`config.mk`:
```
export PLATFORM = sky130hd
export DESIGN_NAME = hazard_ctrl
export DESIGN_NICKNAME = d
export VERILOG_FILES = /design/src/rtl/hazard_ctrl.sv
export SDC_FILE = /design/constraint.sdc
export NUM_CORES = 1
export LEC_CHECK = 0
export CAP_MARGIN = 10
export CELL_PAD_IN_SITES_DETAIL_PLACEMENT = 1
export CELL_PAD_IN_SITES_GLOBAL_PLACEMENT = 1
export CORE_MARGIN = 2
export CORE_UTILIZATION = 22
export DETAILED_ROUTE_END_ITERATION = 8
export GPL_TIMING_DRIVEN = 0
export PLACE_DENSITY = 0.86
export SYNTH_ARGS = -nofsm -noshare
export SYNTH_HDL_FRONTEND = slang
export SYNTH_SLANG_ARGS = --single-unit
```
`constraint.sdc`:
```
create_clock -name clk -period 5.1 [get_ports clk]
set_input_delay 1.53 -clock clk [delete_from_list [all_inputs] [get_ports clk]]
set_output_delay 1.53 -clock clk [all_outputs]
set_load 0.03 [all_outputs]
```
`src/rtl/hazard_ctrl.sv`:
```
// Pipeline hazard controller: EX forwarding, load-use stall, branch flush and data-memory freeze with watchdog.
// Optional performance counters are enabled by defining HAZARD_PERF_CNT_EN.
module hazard_ctrl #(
   parameter int MEM_TIMEOUT = 16,
   parameter int CNT_W       = 32
) (
   input  logic             clk,
   input  logic             rst_n,
   input  logic [4:0]       Rs1d,
   input  logic [4:0]       Rs2d,
   input  logic [4:0]       Rs1e,
   input  logic [4:0]       Rs2e,
   input  logic [4:0]       Rde,
   input  logic             Resultsrce0,
   input  logic             Pcsrce,
   input  logic [4:0]       Rdm,
   input  logic [4:0]       Rdw,
   input  logic             Regwritem,
   input  logic             Regwritew,
   input  logic             Dmem_req,
   input  logic             Dmem_ready,
   output logic [1:0]       Forwardae,
   output logic [1:0]       Forwardbe,
   output logic             Stallf,
   output logic             Stalld,
   output logic             Stalle,
   output logic             Stallm,
   output logic             Flushd,
   output logic             Flushe,
   output logic             Flushw,
   output logic             Mem_err,
   output logic [CNT_W-1:0] Stall_cnt,
   output logic [CNT_W-1:0] Flush_cnt
);

   localparam int WCNT_W = $clog2(MEM_TIMEOUT) + 1;

   typedef enum logic [1:0] {
      RUN     = 2'd0,
      MEMWAIT = 2'd1,
      ERR     = 2'd2
   } state_t;

   state_t              state_q, state_d;
   logic [WCNT_W-1:0]   wcnt_q, wcnt_d;
   logic                lwstall, memwait;
   logic                freeze, resolve;
   logic                stall_fd, flush_d, flush_e;
   logic [1:0]          fwd_a, fwd_b;

   assign lwstall = Resultsrce0 && (Rde != 5'd0) && ((Rde == Rs1d) || (Rde == Rs2d));
   assign memwait = Dmem_req && !Dmem_ready;

   // M stage result is younger than W, so it wins; x0 always reads as zero.
   always_comb begin
      fwd_a = 2'b00;
      fwd_b = 2'b00;
      if (Regwritem && (Rdm != 5'd0) && (Rdm == Rs1e))      fwd_a = 2'b10;
      else if (Regwritew && (Rdw != 5'd0) && (Rdw == Rs1e)) fwd_a = 2'b01;
      if (Regwritem && (Rdm != 5'd0) && (Rdm == Rs2e))      fwd_b = 2'b10;
      else if (Regwritew && (Rdw != 5'd0) && (Rdw == Rs2e)) fwd_b = 2'b01;
   end

   always_comb begin
      state_d = state_q;
      wcnt_d  = wcnt_q;
      freeze  = 1'b0;
      resolve = 1'b0;
      case (state_q)
         RUN: begin
            if (memwait) begin
               freeze  = 1'b1;
               state_d = MEMWAIT;
               wcnt_d  = WCNT_W'(1);
            end else begin
               resolve = 1'b1;
            end
         end
         MEMWAIT: begin
            if (memwait) begin
               freeze = 1'b1;
               if (wcnt_q == WCNT_W'(MEM_TIMEOUT - 1)) state_d = ERR;
               else                                     wcnt_d  = wcnt_q + WCNT_W'(1);
            end else begin
               // Ready or request withdrawn: release cycle, held branch/load-use resolve now.
               resolve = 1'b1;
               state_d = RUN;
               wcnt_d  = '0;
            end
         end
         ERR: begin
            freeze = 1'b1;
         end
         default: begin
            state_d = RUN;
            wcnt_d  = '0;
         end
      endcase
   end

   // A taken branch must redirect the PC, so it overrides the load-use hold.
   always_comb begin
      stall_fd = 1'b0;
      flush_d  = 1'b0;
      flush_e  = 1'b0;
      if (resolve) begin
         stall_fd = lwstall && !Pcsrce;
         flush_d  = Pcsrce;
         flush_e  = lwstall || Pcsrce;
      end
   end

   always_ff @(posedge clk or negedge rst_n) begin
      if (!rst_n) begin
         state_q <= RUN;
         wcnt_q  <= '0;
      end else begin
         state_q <= state_d;
         wcnt_q  <= wcnt_d;
      end
   end

   assign Forwardae = rst_n ? fwd_a : 2'b00;
   assign Forwardbe = rst_n ? fwd_b : 2'b00;
   assign Stallf    = rst_n && (freeze || stall_fd);
   assign Stalld    = rst_n && (freeze || stall_fd);
   assign Stalle    = rst_n && freeze;
   assign Stallm    = rst_n && freeze;
   assign Flushd    = rst_n && flush_d;
   assign Flushe    = rst_n && flush_e;
   assign Flushw    = rst_n && freeze;
   assign Mem_err   = (state_q == ERR);

`ifdef HAZARD_PERF_CNT_EN
   logic [CNT_W-1:0] stall_cnt_q, stall_cnt_d;
   logic [CNT_W-1:0] flush_cnt_q, flush_cnt_d;

   always_comb begin
      stall_cnt_d = stall_cnt_q;
      flush_cnt_d = flush_cnt_q;
      if (Stallf && (stall_cnt_q != '1)) stall_cnt_d = stall_cnt_q + CNT_W'(1);
      if (Flushd && (flush_cnt_q != '1)) flush_cnt_d = flush_cnt_q + CNT_W'(1);
   end

   always_ff @(posedge clk or negedge rst_n) begin
      if (!rst_n) begin
         stall_cnt_q <= '0;
         flush_cnt_q <= '0;
      end else begin
         stall_cnt_q <= stall_cnt_d;
         flush_cnt_q <= flush_cnt_d;
      end
   end

   assign Stall_cnt = stall_cnt_q;
   assign Flush_cnt = flush_cnt_q;
`else
   assign Stall_cnt = '0;
   assign Flush_cnt = '0;
`endif

endmodule

```
After elaboration in Yosys (flattened, before gate mapping)

Index checks and enable logic that the tools add are counted.
W data, S select, Z words.

Add/subtract/negate cells: 1
Eq/ne operators: 12
Multiplexer cells: 21
Bitwise gates (word level): 1
Reduce and logical (&&, ||, !) cells: 26

Operators with widths:

| kind                  | number |
|---|---|
| $eq A5 B5 Y1          | 6 |
| $mux W5               | 3 |
| $pmux W5 S3           | 1 |
| $reduce_bool A5 Y1    | 3 |
| $logic_and A1 B1 Y1   | 14 |
| $mux W2               | 7 |
| $mux W1               | 8 |
| $ne A3 B3 Y1 const B  | 2 |
| $pmux W2 S3           | 1 |
| $reduce_and A3 Y1     | 2 |
| $add A5 B1 Y5 const B | 1 |
| $eq A5 B4 Y1 const B  | 1 |
| $logic_or A1 B1 Y1    | 3 |
| $eq A2 B1 Y1 const B  | 1 |
| $eq A2 B2 Y1 const B  | 1 |
| $logic_not A1 Y1      | 2 |
| $logic_not A2 Y1      | 1 |
| $ne A2 B2 Y1 const B  | 1 |
| $pmux W1 S2           | 1 |
| $reduce_or A2 Y1      | 1 |
| $not A1 Y1            | 1 |

Register bits: 7
Input bits: 43
Logic and storage cells: 63

Logic depth before layout (Yosys ltp)

Word-level depth: 7
Gate-level depth with buffers: 7
Depth with buffers taken out: 7

Worst setup path before layout

OpenSTA, ideal clock, no wires.

Path type: input -> output
Start point: in Dmem_req
End point: out Stallf
Arrival: 3.114 ns
Slack: 0.456 ns
Stages: 5
Cells stage by stage: nor2b_1 -> nor3b_1 -> o211ai_1 -> o31ai_1 -> buf_4

Longest elaborated chain between the ends: 6
Elaborated cells between the ends (all ways): 8
Classes of those cells: mux: 5; reduce/logical: 3

RTL lines:

| element                 | line   | RTL |
|---|---|---|
| from (decl)             | 20     | `input logic Dmem_req,` |
| $logic_and A1 B1 Y1 (*) | 52     | `assign memwait = Dmem_req && !Dmem_ready;` |
| $mux W1                 | 71, 80 |  |
| $mux W1                 | --     |  |
| $mux W1                 | 106    | `if (resolve) begin` |
| $logic_or A1 B1 Y1 (*)  | --     |  |
| $logic_and A1 B1 Y1 (*) | --     |  |
| to (decl)               | 24     | `output logic Stallf,` |

Mark *: on every way between the ends. The rest lies on a longest branch, timed or not.

Final worst setup path

Start point: in Rdm[1]
End point: out Forwardae[0]

Longest elaborated chain between the ends: 5
Elaborated cells between the ends (all ways): 6
Classes of those cells: eq/ne: 1; mux: 2; reduce/logical: 3

RTL lines:

| element                 | line | RTL |
|---|---|---|
| from (decl)             | 16   | `input logic [4:0] Rdm,` |
| $reduce_bool A5 Y1      | 58   | `if (Regwritem && (Rdm != 5'd0) && (Rdm == Rs1e)) fwd_a = 2'b10;` |
| $logic_and A1 B1 Y1     | 58   |  |
| $logic_and A1 B1 Y1 (*) | 58   |  |
| $mux W2 (*)             | 58   |  |
| $mux W2 (*)             | 123  | `assign Forwardae = rst_n ? fwd_a : 2'b00;` |
| to (decl)               | 22   | `output logic [1:0] Forwardae,` |

Marks and branches as above.

==> results.cfg <==
[critical_path]
crit_arrival_ns = 3.49
crit_path_max_incr_delay_ns = 0.56
path_cells = clkdlybuf4s50_1 -> or4_4 -> o21ai_2 -> nor4_2 -> nor4_2 -> clkdlybuf4s15_1
worst-setup-path-type = input pin to primary output
crit_path_start_kind = input pin
r2r-start = wcnt_q[0]
endpoint_kind = primary output
path_common_cell = nor4_2
cp.required_ns = 3.57
cpMaxStageDelayCell = or4_4
rr_endpoint = wcnt_q[3]
rrSetupSlack_ns = 3.43
cp_max_fo = 3
reg2reg_depth = 7
critPathLaunch = Rdm[1]
cp-endpoint = Forwardae[0]

[yosys]
synth_top_family_by_area = buffers and inverters
ys_seq_elements = 7
synthesis.area_um2 = 1340
ys_warn_count = 0
synth_cells = 164
synth_compound_area_share_pct = 8.59
synth_xor_area_share_pct = 20.3
seq_area_frac_synth_pct = 13.1
synth-simple-area-share_pct = 16.7
ys_types = 35
synth.area.mux_share_pct = 0.840
synthAdderAreaFrac_pct = 1.87
syn_area_per_cell_um2 = 8.17

[power]
power_density_nw_per_um2 = 148
internal_power_uw = 198
switching_share_pct = 41.0
seqPwrFrac_pct = 17.7
combPwrFrac_pct = 58.3
vdd_ir_drop_max_mv = 0.0659
power_switching_uw = 138
clockPowerShare_pct = 24.0
p_leak_nw = 1.15

[die]
die_h_um = 82.0
initial_core_util_pct = 22.6
fp.dieW_um = 82.0
rows = 28
core_um2 = 5920
pin_count = 119
die-area_um2 = 6730

[cts]
clock_sinks = 7
cts_tree = built
numCtsBuffers = 3
cts_root_buffer = clkbuf_8
cts_hold_buffers = 0
cts_buffer_depth = 2
htreeDepth = 1
clkTransAtPathRegs_ns = 0.04
clock_latency_ns = 0.23

[routing]
drt_iter0_drc = 13
num_vias = 1308
wl_met1_um = 1400
wl_met3_um = 340
via_per_inst = 3.62
drtAntennaViolNets = 0
highest_layer = met4
dr.pass1.iters = 2
totalWireLength_um = 3910
routed-wl-met2_um = 2150
drc = 0
wl_per_cell_um = 10.8

[timing]
min_period_over_period_pct = 98.5
layout_min_cycle_time_ns = 5.02
finalClockSkew_ns = 0.00173
finalSetupViolCount = 0
rsz0062_at_grt = no
fmax_mhz = 199
slew_violations = 0
tightestPinTransition_ns = 0.543
slew_headroom_pct = 63.8
hold_viol = 0
hold_ws_ns = 0.495

[final_layout]
layout_commonest_cell = buf_4
layout.area.seq_um2 = 175
area_growth_pct = 69.2
final_util_pct = 38.3
finalInstanceArea_um2 = 2270
fin_nets = 332
final_layout_size_suffix_gt1_share_pct = 28.3
multi_input_comb_area_um2 = 900
diodes = 0
layout_common_cells = buf_4, conb_1, clkdlybuf4s50_1
fillCellCount = 748

[outcome]
outcome = finished, final reports clean

[run]
cap_violations = 0

[place]
gp_congestion = 0.700
dp_hpwl_um = 3470
io_buffers = 54
placed_area_um2 = 2210

[global_route]
grt_max_degree = 13
grt_usage_pct = 10.7
gr-total-overflow = 0
antenna_found_initial = 0
grt_first_pass_wirelength_um = 5550
first_global_vias = 1192

[hold_path]
holdCritPathClass = flip-flop to flip-flop
-- synth_stat cells --
| cell | number | area [µm²] |
|---|---|---|
| a21oi_1 | 1 | 5.00 |
| buf_4 | 67 | 503 |
| o21ai_2 | 1 | 8.76 |
| o21ai_0 | 5 | 25.0 |
| a22oi_1 | 1 | 7.51 |
| o21bai_1 | 1 | 7.51 |
| ha_1 | 2 | 25.0 |
| nand2b_1 | 2 | 12.5 |
| dfrtp_1 | 7 | 175 |
| o22ai_1 | 1 | 6.26 |
| o2bb2ai_1 | 1 | 8.76 |
| nand2_1 | 4 | 15.0 |
| nor3b_1 | 1 | 7.51 |
| xnor2_1 | 6 | 52.6 |
| clkbuf_1 | 1 | 3.75 |
| inv_1 | 2 | 7.51 |
| nor4_1 | 2 | 12.5 |
| o21a_1 | 1 | 7.51 |
| nor2b_1 | 3 | 18.8 |
| mux2_2 | 1 | 11.3 |
| xor2_1 | 25 | 219 |
| and2_1 | 3 | 18.8 |
| or2_2 | 1 | 6.26 |
| nor3_1 | 2 | 10.0 |
| or4_4 | 1 | 11.3 |
| nand3_1 | 6 | 30.0 |
| or4_1 | 4 | 30.0 |
| conb_1 | 1 | 3.75 |
| nor4_2 | 2 | 25.0 |
| o31ai_1 | 2 | 15.0 |
| nor2_1 | 2 | 7.51 |
| o211ai_1 | 2 | 15.0 |
| and3_1 | 1 | 6.26 |
| a31o_2 | 1 | 8.76 |
| nor3b_2 | 1 | 12.5 |
-- sequential cells by signal (all words and copies together) (netlist names) --
signal,flops
wcnt_q,5
state_q,2
-- worst max-delay path: cells and delay by family --
family	cells	cell delay (ns)
and+or+nand+nor	3	0.89
buffers and inverters	2	0.89
AOI/OAI and AO/OA	1	0.18
-- cell type report --
cell class                      count  share of cell area, %
Inverter                            2                  0.331
Timing Repair Buffer               55                   23.8
Multi-Input combinational cell    150                   39.7
Buffer                             68                   22.4
Sequential cell                     7                   7.73
Tap cell                           75                   4.14
Clock buffer                        4                   1.99
-- worst min-delay path by stage --
stage                from    endpoint  slack (ns)  cells past startpoint
6_report       state_q[0]  state_q[0]        0.49                      1
5_1_grt        state_q[0]  state_q[0]        0.53                      1
4_1_cts        state_q[0]  state_q[0]        0.50                      1
3_5_place_dp   state_q[0]  state_q[0]        0.49                      1
3_3_place_gp   state_q[0]  state_q[0]        0.48                      1
2_1_floorplan  state_q[0]  state_q[0]        0.46                      1
-- cell families after synthesis --
family	Yosys count
other	1
muxes	1
adders and majority gates	2
AOI/OAI and AO/OA	17
DFF	7
and+or+nand+nor	35
xor gates and xnor gates	31
buffers and inverters	70
-- power by group through the flow --
stage	Sequential, mW	Clock (mW)	Combinational (mW)
CTS	0.0595	0.0839	0.193
finish	0.0596	0.0806	0.196
detailed placement	0.0603	0	0.193
global route	0.0597	0.0875	0.210
global placement	0.0601	0	0.190
floorplan	0.0598	0	0.138
-- metal layers --
metal  global-route usage, %  up-vias
met1                    10.7      579
met2                    21.7       62
met3                    3.41        3
li1                        -      664
met5                       0        -
met4                    1.50        0
-- what timing repair did --
| item | in CTS | in global routing |
|---|---|---|
| setup buffers | 0 | 1 |
| endpoints found under the hold margin | 0 | 0 |
| setup endpoints to repair | 7 | 6 |
| gates resized for setup | 8 | 7 |
| pin swaps | 0 | 1 |
-- metrics by stage --
stage	setup TNS (ns)	std cells	setup slack (ns)	total power, mW
after detailed placement	-1.74	356	-0.456	0.253
after CTS	0	360	0.000681	0.336
after floorplan	0	227	0.456	0.198
final	0	361	0.0764	0.336
after global routing	0	361	0.000838	0.357
after global placement	-1.58	356	-0.443	0.250
No activity file was read; power rests on OpenSTA's default activity.
